### src/rtl/gate_sweep_ctrl_pkg.sv
// -----------------------------------------------------------------------------
// gate_sweep_ctrl_pkg
// Shared definitions for the gate-network sweep controller: sequencer state
// encoding, the default golden truth table for the reference network
// d = (a&b)|(b&c), and the settle-timer width helper.
// -----------------------------------------------------------------------------
package gate_sweep_ctrl_pkg;

    typedef enum logic [2:0] {
        ST_IDLE   = 3'd0,
        ST_SETTLE = 3'd1,
        ST_CHECK  = 3'd2,
        ST_REPORT = 3'd3,
        ST_FIN    = 3'd4
    } sweep_state_t;

    // Bit v is the expected network output for input vector v.
    localparam logic [7:0] DEFAULT_TRUTH = 8'hC8;

    // clog2(settle+1), kept at least 1 bit so a zero settle still elaborates.
    function automatic int unsigned timer_width(input int unsigned settle);
        return (settle == 0) ? 1 : $clog2(settle + 1);
    endfunction

endpackage

### src/rtl/gate_sweep_ctrl_if.sv
// -----------------------------------------------------------------------------
// gate_sweep_ctrl_if
// Mismatch-record stream (valid/ready) between the sweep controller and the
// consumer of error records.
//   err_valid : record available (master -> slave)
//   err_ready : consumer accepts the record (slave -> master)
//   err_vec   : input vector that mismatched
//   err_got   : sampled network output for err_vec
// -----------------------------------------------------------------------------
interface gate_sweep_ctrl_if #(
    parameter int unsigned N_IN = 3
);
    logic            err_valid;
    logic            err_ready;
    logic [N_IN-1:0] err_vec;
    logic            err_got;

    modport master (
        output err_valid,
        output err_vec,
        output err_got,
        input  err_ready
    );

    modport slave (
        input  err_valid,
        input  err_vec,
        input  err_got,
        output err_ready
    );
endinterface

### src/rtl/gate_sweep_ctrl_timer.sv
// -----------------------------------------------------------------------------
// gate_settle_timer
// Loadable down-counter that measures the settle interval after a new vector
// is driven into the gate network.
//   clk, rst : clock and asynchronous active-high reset
//   load     : load counter with value (takes priority over counting)
//   value    : reload value (settle cycles minus one)
//   zero     : counter has reached zero
// The counter decrements freely whenever it is non-zero and not loading.
// -----------------------------------------------------------------------------
module gate_settle_timer
    import gate_sweep_ctrl_pkg::*;
#(
    parameter int unsigned SETTLE = 2,
    localparam int unsigned W     = timer_width(SETTLE)
) (
    input  logic         clk,
    input  logic         rst,
    input  logic         load,
    input  logic [W-1:0] value,
    output logic         zero
);

    logic [W-1:0] count;

    always_ff @(posedge clk or posedge rst) begin
        if (rst) begin
            count <= '0;
        end else if (load) begin
            count <= value;
        end else if (count != '0) begin
            count <= count - 1'b1;
        end
    end

    assign zero = (count == '0);

endmodule

### src/rtl/gate_sweep_ctrl.sv
// -----------------------------------------------------------------------------
// gate_sweep_ctrl
// Exhaustive sweep sequencer for a small combinational gate network. On start
// it drives every input vector 0..2^N_IN-1, waits SETTLE cycles per vector,
// compares the network output with TRUTH, streams each mismatch out over the
// err interface and finally reports pass/fail.
//   clk, rst  : clock, asynchronous active-high reset
//   start     : begin a sweep (sampled only in IDLE)
//   busy      : sweep in progress (decoded from state)
//   done      : one-cycle completion pulse (decoded from state)
//   pass      : result of the last sweep
//   dut_in    : registered vector driven into the network
//   dut_out   : network output, combinational from dut_in
//   err       : mismatch record stream (master side)
//   err_count : mismatches in the current/last sweep
// -----------------------------------------------------------------------------
module gate_sweep_ctrl
    import gate_sweep_ctrl_pkg::*;
#(
    parameter int unsigned                N_IN   = 3,
    parameter int unsigned                SETTLE = 2,
    parameter logic [(1 << N_IN)-1:0]     TRUTH  = DEFAULT_TRUTH
) (
    input  logic            clk,
    input  logic            rst,
    input  logic            start,
    output logic            busy,
    output logic            done,
    output logic            pass,
    output logic [N_IN-1:0] dut_in,
    input  logic            dut_out,
    gate_sweep_ctrl_if.master err,
    output logic [N_IN:0]   err_count
);

    localparam int unsigned     TW          = timer_width(SETTLE);
    localparam logic [TW-1:0]   SETTLE_LOAD = (SETTLE == 0) ? '0 : TW'(SETTLE - 1);
    // State entered after a vector is (re)driven: skip SETTLE entirely if zero.
    localparam sweep_state_t    WAIT_ST     = (SETTLE == 0) ? ST_CHECK : ST_SETTLE;

    sweep_state_t state;

    logic at_last;
    logic mismatch;
    logic handshake;
    logic advance;
    logic timer_load;
    logic timer_zero;

    assign at_last   = (dut_in == '1);
    assign mismatch  = (dut_out != TRUTH[dut_in]);
    assign handshake = err.err_valid && err.err_ready;

    // A vector is finished when it matched in CHECK or its report was accepted.
    always_comb begin
        advance    = 1'b0;
        timer_load = 1'b0;
        if ((state == ST_CHECK && !mismatch) || (state == ST_REPORT && handshake)) begin
            advance = 1'b1;
        end
        if (SETTLE != 0) begin
            timer_load = (state == ST_IDLE && start) || (advance && !at_last);
        end
    end

    gate_settle_timer #(
        .SETTLE (SETTLE)
    ) u_timer (
        .clk   (clk),
        .rst   (rst),
        .load  (timer_load),
        .value (SETTLE_LOAD),
        .zero  (timer_zero)
    );

    always_ff @(posedge clk or posedge rst) begin
        if (rst) begin
            state         <= ST_IDLE;
            pass          <= 1'b0;
            dut_in        <= '0;
            err.err_valid <= 1'b0;
            err.err_vec   <= '0;
            err.err_got   <= 1'b0;
            err_count     <= '0;
        end else begin
            case (state)
                ST_IDLE: begin
                    if (start) begin
                        dut_in    <= '0;
                        err_count <= '0;
                        pass      <= 1'b0;
                        state     <= WAIT_ST;
                    end
                end
                ST_SETTLE: begin
                    if (timer_zero) begin
                        state <= ST_CHECK;
                    end
                end
                ST_CHECK: begin
                    if (mismatch) begin
                        err.err_vec   <= dut_in;
                        err.err_got   <= dut_out;
                        err.err_valid <= 1'b1;
                        err_count     <= err_count + 1'b1;
                        state         <= ST_REPORT;
                    end
                end
                ST_REPORT: begin
                    if (handshake) begin
                        err.err_valid <= 1'b0;
                    end
                end
                ST_FIN: begin
                    state <= ST_IDLE;
                end
                default: begin
                    state <= ST_IDLE;
                end
            endcase

            // Shared advance path for CHECK matches and accepted reports.
            // pass is resolved on entry to FIN (err_count is already final
            // there) so it is valid while done is high.
            if (advance) begin
                if (at_last) begin
                    pass  <= (err_count == '0);
                    state <= ST_FIN;
                end else begin
                    dut_in <= dut_in + 1'b1;
                    state  <= WAIT_ST;
                end
            end
        end
    end

    assign busy = (state == ST_SETTLE) || (state == ST_CHECK) || (state == ST_REPORT);
    assign done = (state == ST_FIN);

endmodule

### src/flat_wrapper.sv
// flat-port wrapper written by rule: the top's interface ports become plain ports
module gate_sweep_ctrl_flat import gate_sweep_ctrl_pkg::*;
#(
    parameter int unsigned                N_IN   = 3,
    parameter int unsigned                SETTLE = 2,
    parameter logic [(1 << N_IN)-1:0]     TRUTH  = DEFAULT_TRUTH
)
  (clk, rst, start, busy, done, pass, dut_in, dut_out, err_count, err_err_valid, err_err_vec, err_err_got, err_err_ready);
  gate_sweep_ctrl_if #(.N_IN(N_IN)) err_i ();
  input  logic clk;
  input  logic rst;
  input  logic start;
  output logic busy;
  output logic done;
  output logic pass;
  output logic [N_IN-1:0] dut_in;
  input  logic dut_out;
  output logic [N_IN:0] err_count;
  output wire logic [$bits(err_i.err_valid)-1:0] err_err_valid;
  output wire logic [$bits(err_i.err_vec)-1:0] err_err_vec;
  output wire logic [$bits(err_i.err_got)-1:0] err_err_got;
  input wire logic [$bits(err_i.err_ready)-1:0] err_err_ready;
  assign err_err_valid = err_i.err_valid;
  assign err_err_vec = err_i.err_vec;
  assign err_err_got = err_i.err_got;
  assign err_i.err_ready = err_err_ready;
  gate_sweep_ctrl #(.N_IN(N_IN), .SETTLE(SETTLE), .TRUTH(TRUTH)) u_core (.clk(clk), .rst(rst), .start(start), .busy(busy), .done(done), .pass(pass), .dut_in(dut_in), .dut_out(dut_out), .err(err_i), .err_count(err_count));
endmodule
### config.mk
export PLATFORM = sky130hd
export DESIGN_NAME = gate_sweep_ctrl_flat
export DESIGN_NICKNAME = d
export VERILOG_FILES = /design/src/rtl/gate_sweep_ctrl_pkg.sv /design/src/rtl/gate_sweep_ctrl_if.sv /design/src/rtl/gate_sweep_ctrl_timer.sv /design/src/rtl/gate_sweep_ctrl.sv /design/src/flat_wrapper.sv
export SDC_FILE = /design/constraint.sdc
export NUM_CORES = 1
export LEC_CHECK = 0
export ABC_CLOCK_PERIOD_IN_PS = 4300
export CAP_MARGIN = 20
export CORE_UTILIZATION = 47
export CTS_CLUSTER_SIZE = 28
export DETAILED_ROUTE_END_ITERATION = 6
export PLACE_DENSITY = 0.8
export SYNTH_ARGS = -nofsm -noshare
export SYNTH_HDL_FRONTEND = slang
export SYNTH_SLANG_ARGS = --single-unit
### constraint.sdc
create_clock -name clk -period 4.3 [get_ports clk]
set_input_delay 0.86 -clock clk [delete_from_list [all_inputs] [get_ports clk]]
set_output_delay 0.86 -clock clk [all_outputs]
set_load 0.02 [all_outputs]
==> results.yml <==
status:
  outcome: "complete, no violations"
worst_hold_path:
  whs_endpoint: "u_core.err.err_vec[0]"
  min_path_cells: 1
  hold_start: "u_core.err.err_vec[0]"
  hold_class: "register to register"
finish:
  multiInputGateArea_sq_um: 450
  fillCellCount: 162
  seqCellArea_sq_um: 450
  drive_gt1_frac: 0.0932
  nNetsFinal: 129
  area_delta_synth_final_pct: 26.4
  num_antenna_cells: 0
critical_path:
  r2r_start: "u_core.dut_in[0]"
  cp_data_arrival_time_ns: 1.76
  reg2reg_depth: 5
  cp_max_fo: 8
  worstPathRequired_ns: 3.44
  r2r_slack_ns: 2.51
  r2r-end: "u_core.err.err_vec[1]"
  end_kind: "primary output"
  crit_type: "register to primary output"
  cp-start-kind: "register"
clock_tree:
  cts_setup_buffers: 0
  cts_buffers: 3
  cts_root_buf: "clkbuf_4"
  clock_path_buffers: 2
  clock_sinks: 18
  clkSlewWorstSetupHoldPaths_ns: 0.10
  htreeDepth: 1
  post_cts_resized: 0
  cts_tree: "built"
  clock_latency_ns: 0.29
  hold_buffers: 0
die:
  dieArea_sq_um: 2190
  die_width_um: 46.8
  die_y_um: 46.8
  core_sq_um: 1800
  start_util: 0.524
  num_rows: 15
  ios: 20
detailed_routing:
  drc: 0
  finalWirelength_mm: 1.99
  ant_nets: 0
  firstDrtPassIters: 4
  avgRoutedWirePerCell_um: 13.9
  first_iter_violations: 8
  vias: 765
  via_per_inst: 5.35
sta:
  rsz0062_at_grt: "no"
  post-route-period-util: 0.610
  finalSetupViolations: 0
  fmax_mhz: 382
  tightestPinTransition_ns: 0.669
  maxSlewHeadroom: 0.553
  period_minus_slack_ns: 2.62
  slew_viol_final: 0
  setup_tns_ns: 0
  skew_ns: 0.000651
  finalWorstSetupSlack_ns: 1.68
  hold_viol: 0
logic_synthesis:
  yosysTopAreaCellShare: 0.477
  synth.distinct_cells: 29
  ys_seq_area_frac: 0.477
  syn_area_sq_um: 943
  netlist_instances: 97
  syn_nets: 107
  postSynthAreaPerCell_sq_um: 9.73
  yosysWarningCount: 0
  synth_top_cell_by_area: "dfrtp_1"
  yosys-top-cells-area: "dfrtp_1 48%, ha_1 6.6%, a21oi_1 3.7%"
  synth-seq-cells: 18
run:
  maxCapViolations: 0
global_routing:
  antenna_found_initial: 0
  grt_pass1_vias: 771
  track_usage: 0.216
  grt_pass1_wl_mm: 3.27
  overflow: 0
  grt_start_max_net_pins: 19
place:
  dp_hpwl_mm: 1.52
  dp_slack_ns: 1.97
  gp_congestion: 0.762
  io_buffers: 19
power_and_ir_drop:
  ir_drop_mv: 0.331
  p_per_area_nw_per_um2: 650
  leakage_uw: 0.000563
-- per-layer routing --
layer / share of wire / vias to the layer above / track usage
met5: 0 / - / 0
met3: 0.031 / 8 / 0.0308
li1: - / 371 / -
met4: 0.036 / 0 / 0.131
met1: 0.42 / 365 / 0.270
met2: 0.51 / 21 / 0.356
-- how the worst max path moves through the flow --
stage / startpoint / end / slack (ns)
2_1_floorplan: u_core.state[2] / done / 2.43
3_3_place_gp: dut_out / u_core.err.err_vec[0] / 2.00
3_5_place_dp: dut_out / u_core.err.err_vec[1] / 1.97
4_1_cts: u_core.state[2] / done / 1.67
5_1_grt: u_core.state[2] / done / 1.58
6_report: u_core.state[2] / done / 1.68
-- registers in the layout, summed over array words and instances (netlist names) --
register              flops
u_core.err.err_vec        3
u_core.err_count          4
u_core.dut_in             3
u_core.u_timer.count      2
u_core.state              3
u_core.pass               1
u_core.err.err_valid      1
u_core.err.err_got        1
-- critical path: stages (launching register included) --
cell,delay (ns)
dfrtp_1,0.49
inv_1,0.13
nor3_1,0.21
clkdlybuf4s50_1,0.64
-- report_power, final --
part | switching (uW) | internal [uW]
clock network | 53.1 | 51.6
logic | 201 | 172
registers | 68.7 | 229
-- through the flow --
step / power (uW) / cell area, sq um / util / hold WS [ns] / instances
after floorplan: 528 / 943 / - / 0.478 / 97
after global placement: 655 / 1160 / 0.642 / 0.482 / 139
after detailed placement: 675 / 1160 / 0.642 / 0.485 / 139
after CTS: 784 / 1190 / 0.662 / 0.514 / 143
after global routing: 840 / 1190 / 0.662 / 0.538 / 143
final: 775 / 1190 / 0.662 / 0.508 / 143
-- cell usage after synthesis --
master	instances
nand2b_1	1
a31oi_1	1
mux2_2	1
and3_1	2
xor2_1	3
and2_1	1
o21ai_0	4
nand2_1	9
inv_1	9
nor3b_1	1
mux2i_1	3
a21oi_1	7
buf_2	1
o211ai_2	1
or3_1	1
o21ai_2	1
xnor2_2	1
mux2i_2	1
ha_1	5
nor2_1	9
mux2_1	2
clkbuf_1	1
o21a_1	1
nand4_1	1
nor3_1	2
nand3b_1	1
nand3_1	7
nand2_2	2
dfrtp_1	18
-- kinds of logic after synthesis --
group	Yosys count	share of synthesized area
XOR/XNOR	4	0.0451
flip-flops	18	0.477
AO/OA/AOI/OAI	15	0.0955
multiplexers	7	0.0822
buffers and inverters	11	0.0451
adder cells (fa/ha/maj)	5	0.0663
AND/OR/NAND/NOR	37	0.188
-- cell type report --
type | instances | area share
Sequential cell | 18 | 0.378
Multi-Input combinational cell | 68 | 0.378
Clock buffer | 4 | 0.0304
Inverter | 9 | 0.0283
Timing Repair Buffer | 19 | 0.159
Tap cell | 25 | 0.0262
-- layout by cell type, fill, tap and decap left out, types with 3 or more instances in the layout --
cell type,count
nor2_1,9
a21oi_1,7
nand3_1,7
clkbuf_4,3
dfrtp_1,18
inv_1,9
ha_1,5
o21ai_0,4
clkdlybuf4s50_1,19
nand2_1,9
mux2i_1,3
xor2_1,3
Note: power is estimated with default switching activity, not from simulation.
==> RTL edit 1, RTL diff (same flow settings) <==
`N_IN` is set to 3 in 3 places; all go to 5.
--- a/src/rtl/gate_sweep_ctrl_if.sv
+++ b/src/rtl/gate_sweep_ctrl_if.sv
@@ -10,3 +10,3 @@
 interface gate_sweep_ctrl_if #(
-    parameter int unsigned N_IN = 3
+    parameter int unsigned N_IN = 5
 );
--- a/src/rtl/gate_sweep_ctrl.sv
+++ b/src/rtl/gate_sweep_ctrl.sv
@@ -19,3 +19,3 @@
 #(
-    parameter int unsigned                N_IN   = 3,
+    parameter int unsigned                N_IN   = 5,
     parameter int unsigned                SETTLE = 2,
--- a/src/flat_wrapper.sv
+++ b/src/flat_wrapper.sv
@@ -3,3 +3,3 @@
 #(
-    parameter int unsigned                N_IN   = 3,
+    parameter int unsigned                N_IN   = 5,
     parameter int unsigned                SETTLE = 2,
Interface: changed (resized dut_in, err_count and err_err_vec); port bits go from 20 to 26. No check against the original RTL was run, so the function may have changed too.
==> RTL edit 1 against the unedited design <==
- cell area up 33%
- wire length grew 28%
- via count increased by 35%
- first-iteration DRC count grew 63%
- power rose by 21%
- area after synthesis up 34%
- die area is 33% higher
- global-route usage fell by 0.95 points
- sequential cell count increased by 6
- setup slack better by 18 ps
- critical path type unchanged
==> RTL edit 1: results (changes against the unedited design) <==
----------------------------------------------------
[Logic synthesis]
  Nets in the synthesized netlist ... 139 (+30%)
  Mux share of post-synthesis cell area ... 6.33% (-1.9 points)
  Fraction of synthesized cell area in xor and xnor cells ... 1.38% (-3.1 points)
  Part of the Yosys area used for sequential elements ... 47.5% (-0.27 points)
  Count of unique library cells instantiated by Yosys ... 38 (+31%)
  Top post-synthesis cells by count ... sky130_fd_sc_hd__dfrtp_1, sky130_fd_sc_hd__nand2_1, sky130_fd_sc_hd__inv_1, sky130_fd_sc_hd__o21ai_0, sky130_fd_sc_hd__nor2_1
  Synth Area in Adders ... 4.95% (-1.7 points)
  Compound-cell area share of the yosys netlist ... 14.8% (+5.3 points)
  Top area cells in the synthesized netlist ... sky130_fd_sc_hd__dfrtp_1, sky130_fd_sc_hd__nand2_1, sky130_fd_sc_hd__ha_1

[Setup path]
  Worst Reg2Reg Path Length in Cells ... 7 (+2)
  Critical path origin ... u_core.state[0]$_DFFE_PP0P_
  Flop2flop setup slack ... 2030 ps (-480 ps)
  Crit-path max FO ... 7 (-1)
  Beginning of the worst register-to-register path ... u_core.dut_in[1]$_DFF_PP0_
  Highest cell delay on the worst timing path ... 590 ps (-50 ps)

[Placed design]
  Routability congestion estimate ... 0.759 (-0.32%)
  Pre-CTS setup slack ... 1650 ps (-324 ps)
  HPWL reported at the end of detailed placement ... 1.83 mm (+20%)
  Standard cell area after detailed placement ... 1540 um^2 (+33%)

[GRT]
  Global-route wire length before repair ... 4.30 mm (+31%)
  Pin count of the biggest net entering global routing ... 25 (+6)
  GR Util All Layers ... 20.7% (-0.95 points)
  Number of global-route vias before repair ... 1005 (+30%)
  Remaining global-route overflow ... 0 (unchanged)

[Pwr]
  Switching Share ... 38.1% (-3.5 points)
  Leakage power summed over all cells ... 0.704 nW (+25%)
  Peak supply drop ... 0.000376 V (+13%)

[Routing]
  Iteration-0 DRC Markers ... 13 (+5)
  Via count normalized by instance count ... 5.57 (+4.2%)
  Aggregate routed wire length ... 2.55 mm (+28%)

[Layout]
  Share of layout cells above drive strength 1 ... 11.0% (+1.6 points)
  Nets ... 166 (+29%)
  Fillers ... 208 (+28%)
  Combined flip-flop and latch cell area ... 601 um^2 (+33%)

[Status]
  Outcome ... finished clean

[Worst hold path]
  Worst Hold Launch ... u_core.err.err_vec[2]$_DFFE_PP0P_
  Hold Crit Endpoint ... u_core.err.err_vec[2]$_DFFE_PP0P_
  Min-Delay Path Depth ... 2 (+1)

[CTS]
  Clock transition at path regs ... 140 ps (+40 ps)
  Latest clock arrival within the worst-skew pair ... 320 ps (+30 ps)
  Buffer cell driving the clock tree root ... sky130_fd_sc_hd__clkbuf_4

[STA]
  Worst Max-Slew Pin Slew ... 899 ps (+230 ps)
  Setup clock skew after layout ... 9.24 ps (+8.59 ps)
  Final min period ... 2600 ps (-17.8 ps)

----------------------------------------------------
RTL edit 1: cell types whose count changed after synthesis, moves of 4 or more:
| cell | delta |
|---|---|
| sky130_fd_sc_hd__nand2_1 | +8 |
| sky130_fd_sc_hd__dfrtp_1 | +6 |
| sky130_fd_sc_hd__o21ai_0 | +6 |
| sky130_fd_sc_hd__o211ai_1 | +5 |
| sky130_fd_sc_hd__mux2_2 | +4 |
RTL edit 1: cells by family (layout without fill, tap and decap cells):
kind of cell               after synthesis  count (layout)
muxes                                    7               7
xor gates and xnor gates                 2               2
DFF                                     24              24
AOI/OAI and AO/OA                       29              29
buffers and inverters                   13              39
adders and majority gates                5               5
and+or+nand+nor                         49              49
RTL edit 1: worst reg2reg max path: stages (launching register included):
cell,delay (ps)
sky130_fd_sc_hd__dfrtp_1,470
sky130_fd_sc_hd__ha_1,250
sky130_fd_sc_hd__and3_1,160
sky130_fd_sc_hd__ha_1,240
sky130_fd_sc_hd__or4_1,540
sky130_fd_sc_hd__nand3_2,180
sky130_fd_sc_hd__nor2b_1,80
sky130_fd_sc_hd__mux2_2,260
RTL edit 1: routing by layer:
layer	GRT usage, %	wire length [um]	up-vias
met4	7.89	23	0
li1	-	-	511
met2	36.8	1290	21
met3	2.54	83	4
met1	25.1	1150	495
met5	0	0	-
RTL edit 1: stage by stage:
| stage | instances | hold slack, ps | power [mW] |
|---|---|---|---|
| finish | 185 | 520 | 0.938 |
| global route | 185 | 554 | 1.01 |
| CTS | 185 | 519 | 0.946 |
| detailed placement | 181 | 486 | 0.778 |
| global placement | 181 | 474 | 0.761 |
| floorplan | 129 | 480 | 0.615 |
RTL edit 1: power groups by stage:
| stage | sequential [mW] | clock [mW] | combinational [mW] |
|---|---|---|---|
| final | 0.360 | 0.166 | 0.412 |
| after global routing | 0.373 | 0.178 | 0.458 |
| after CTS | 0.361 | 0.169 | 0.416 |
| after detailed placement | 0.365 | 0 | 0.413 |
| after global placement | 0.360 | 0 | 0.401 |
| after floorplan | 0.410 | 0 | 0.205 |
RTL edit 1: layout make-up:
class	instances	share of cell area, %
Clock buffer	3	1.42
Clock inverter	1	1.89
Inverter	10	2.36
Multi-Input combinational cell	92	38.5
Sequential cell	24	37.8
Tap cell	30	2.36
Timing Repair Buffer	25	15.7
==> RTL edit 2, RTL diff (same flow settings) <==
Without the edit above. Make the reset (`rst`) synchronous in 2 clocked blocks. Comments in the files are not updated.
--- a/src/rtl/gate_sweep_ctrl_timer.sv
+++ b/src/rtl/gate_sweep_ctrl_timer.sv
@@ -25,3 +25,3 @@
 
-    always_ff @(posedge clk or posedge rst) begin
+    always_ff @(posedge clk) begin
         if (rst) begin
--- a/src/rtl/gate_sweep_ctrl.sv
+++ b/src/rtl/gate_sweep_ctrl.sv
@@ -75,3 +75,3 @@
 
-    always_ff @(posedge clk or posedge rst) begin
+    always_ff @(posedge clk) begin
         if (rst) begin
Function: differs if rst is asserted again (counterexample within 4 cycles, from zero or initial values and one cycle with rst high); with rst held inactive, the same outputs for 10 cycles.
==> RTL edit 2 against the unedited design <==
- largest cell class is now multi-input combinational cells
- register-to-register slack got worse by 130 ps
- sequential cell count increased by 1
- area after synthesis increased by 1.2%
- cell area decreased by 0.94%
- worst hold slack got worse by 38 ps
- wire length increased by 4.5%
- maximum frequency increased by 0.14%
- setup slack improved by 3.5 ps
Power is not compared: it rests on default switching activity, and its combinational part moved more than twofold at a synthesized area within 25%.
==> RTL edit 2: results (changes against the unedited design) <==
----------------------------------------------------
[Status]
  Outcome ... finished clean

[GRT]
  Antenna violations before repair ... 0 (unchanged)
  Global-route wire length before repair ... 3.38 mm (+3.4%)
  GR Util All Layers ... 21.3% (-0.29 points)
  Number of global-route vias before repair ... 796 (+3.2%)
  Met3 usage ... 3.46% (+0.38 points)
  Global-route met2 utilization ... 36.9% (+1.4 points)
  Pin count of the biggest net entering global routing ... 18 (-1)
  Met1 routing resource usage after global routing ... 26.8% (-0.14 points)

[Setup path]
  Standard cell with the maximum stage delay on the critical path ... sky130_fd_sc_hd__clkdlybuf4s50_1
  Cell family contributing the most delay on the critical path ... buffers and inverters
  Worst Reg2Reg Path Length in Cells ... 6 (+1)
  Critical path data arrival time ... 1760 ps (about the same)
  Highest cell delay on the worst timing path ... 630 ps
  Crit-path max FO ... 9 (+1)

[Layout]
  Most flop-heavy register ... u_core.err_count
  Nets ... 142 (+10%)
  Share of layout cells above drive strength 1 ... 4.62% (-4.7 points)
  Flip-flop count of the largest register, all copies and words added ... 4 (unchanged)
  ANT cells ... 0 (unchanged)

[Placed design]
  Port-buffer cells ... 19 (unchanged)
  Pre-CTS setup slack ... 1560 ps (-417 ps)
  HPWL reported at the end of detailed placement ... 1.57 mm (+3.3%)
  Routability congestion estimate ... 0.850 (+12%)

[CTS]
  Maximum count of clock buffers along a single path ... 2 (unchanged)
  Number of CTS-inserted buffers ... 3 (unchanged)
  Buffers inserted by post-CTS timing repair ... 0 (unchanged)
  Latest clock arrival within the worst-skew pair ... 290 ps (about the same)
  Buffer cell driving the clock tree root ... sky130_fd_sc_hd__clkbuf_4
  Clock transition at path regs ... between 100 and 150 ps
  Maximum level of the CTS H-tree ... 1 (unchanged)
  Post-CTS sizing ... 0 (unchanged)

[Routing]
  Via count normalized by instance count ... 5.53 (+3.4%)
  Aggregate routed wire length ... 2.08 mm (+4.5%)
  Iteration-0 DRC Markers ... 14 (+6)
  DRT Pass-1 Iters ... 4 (unchanged)

[Floorplanning]
  Die Area ... 2220 um^2 (+1.2%)

[Logic synthesis]
  Part of the Yosys area used for sequential elements ... 39.8% (-7.9 points)
  Count of unique library cells instantiated by Yosys ... 35 (+21%)
  Nets in the synthesized netlist ... 123 (+15%)
  Top area cells in the synthesized netlist ... sky130_fd_sc_hd__dfxtp_1, sky130_fd_sc_hd__ha_1, sky130_fd_sc_hd__nor2_1
  Ys async rst share ... 0% (-100 points)
  Top post-synthesis cells by count ... sky130_fd_sc_hd__dfxtp_1, sky130_fd_sc_hd__nor2_1, sky130_fd_sc_hd__nand2_1, sky130_fd_sc_hd__a21oi_1, sky130_fd_sc_hd__inv_1
  Warning count from the yosys run ... 0 (unchanged)

[Pwr]
  Leakage power summed over all cells ... 0.475 nW
  Peak supply drop ... ~0.00027 V

[Worst hold path]
  Min-Delay Path Depth ... 2 (+1)
  Worst hold-check path type ... reg -> reg

[STA]
  Headroom to the max-slew limit ... 51.7% (-3.6 points)
  Setup clock skew after layout ... 4.46 ps (+3.81 ps)

----------------------------------------------------
==> RTL edit 2: cell type report <==
class,instances,area [um^2]
Fill cell,172,639
Clock inverter,1,5.00
Clock buffer,3,22.5
Inverter,8,30.0
Multi-Input combinational cell,80,522
Timing Repair Buffer,19,190
Tap cell,25,31.3
Sequential cell,19,380
==> RTL edit 2: final timing paths <==
check,startpoint,endpoint,slack (ps)
setup / recovery,u_core.state[2]$_SDFFE_PP0P_,done,1680
hold / removal,u_core.err.err_got$_SDFFE_PP0P_,u_core.err.err_got$_SDFFE_PP0P_,470
setup reg to reg,u_core.dut_in[0]$_SDFF_PP0_,flip-flop,2380
hold reg to reg,u_core.err.err_got$_SDFFE_PP0P_,u_core.err.err_got$_SDFFE_PP0P_,470
==> RTL edit 2: where the power goes <==
part	internal [mW]	switching, mW	leakage [nW]
clock network	0.0345	0.0533	0.0177
logic	0.0799	0.0926	0.303
registers	0.198	0.0310	0.154
==> RTL edit 2: layer usage <==
metal  up-vias  routed length (um)  part of all wire [%]
met5         -                   0                     0
li1        428                   -                     -
met1       415                 967                    47
met3         2                  67                   3.2
met4         0                  12                  0.58
met2        12                1030                    50
==> RTL edit 2: stage by stage <==
stage          instances  cell area [um^2]
2_1_floorplan        112               955
3_3_place_gp         151              1150
3_5_place_dp         151              1150
4_1_cts              155              1180
5_1_grt              155              1180
6_report             155              1180
==> RTL edit 2: tightest hold or removal path, delay by kind of cell, from the launching register on <==
kind,cells,cell delay (ps)
AND/OR/NAND/NOR,1,50
flip-flops,1,330
AO/OA/AOI/OAI,1,50
==> RTL edit 2: cells by family after synthesis <==
kind of cell / after synthesis / share of synthesized area [%]
simple gates: 45 / 25.2
compound gates: 23 / 15.6
flops: 19 / 39.8
buf+inv: 13 / 5.50
fa+ha+maj: 6 / 7.86
mux: 4 / 4.19
xor+xnor: 2 / 1.84
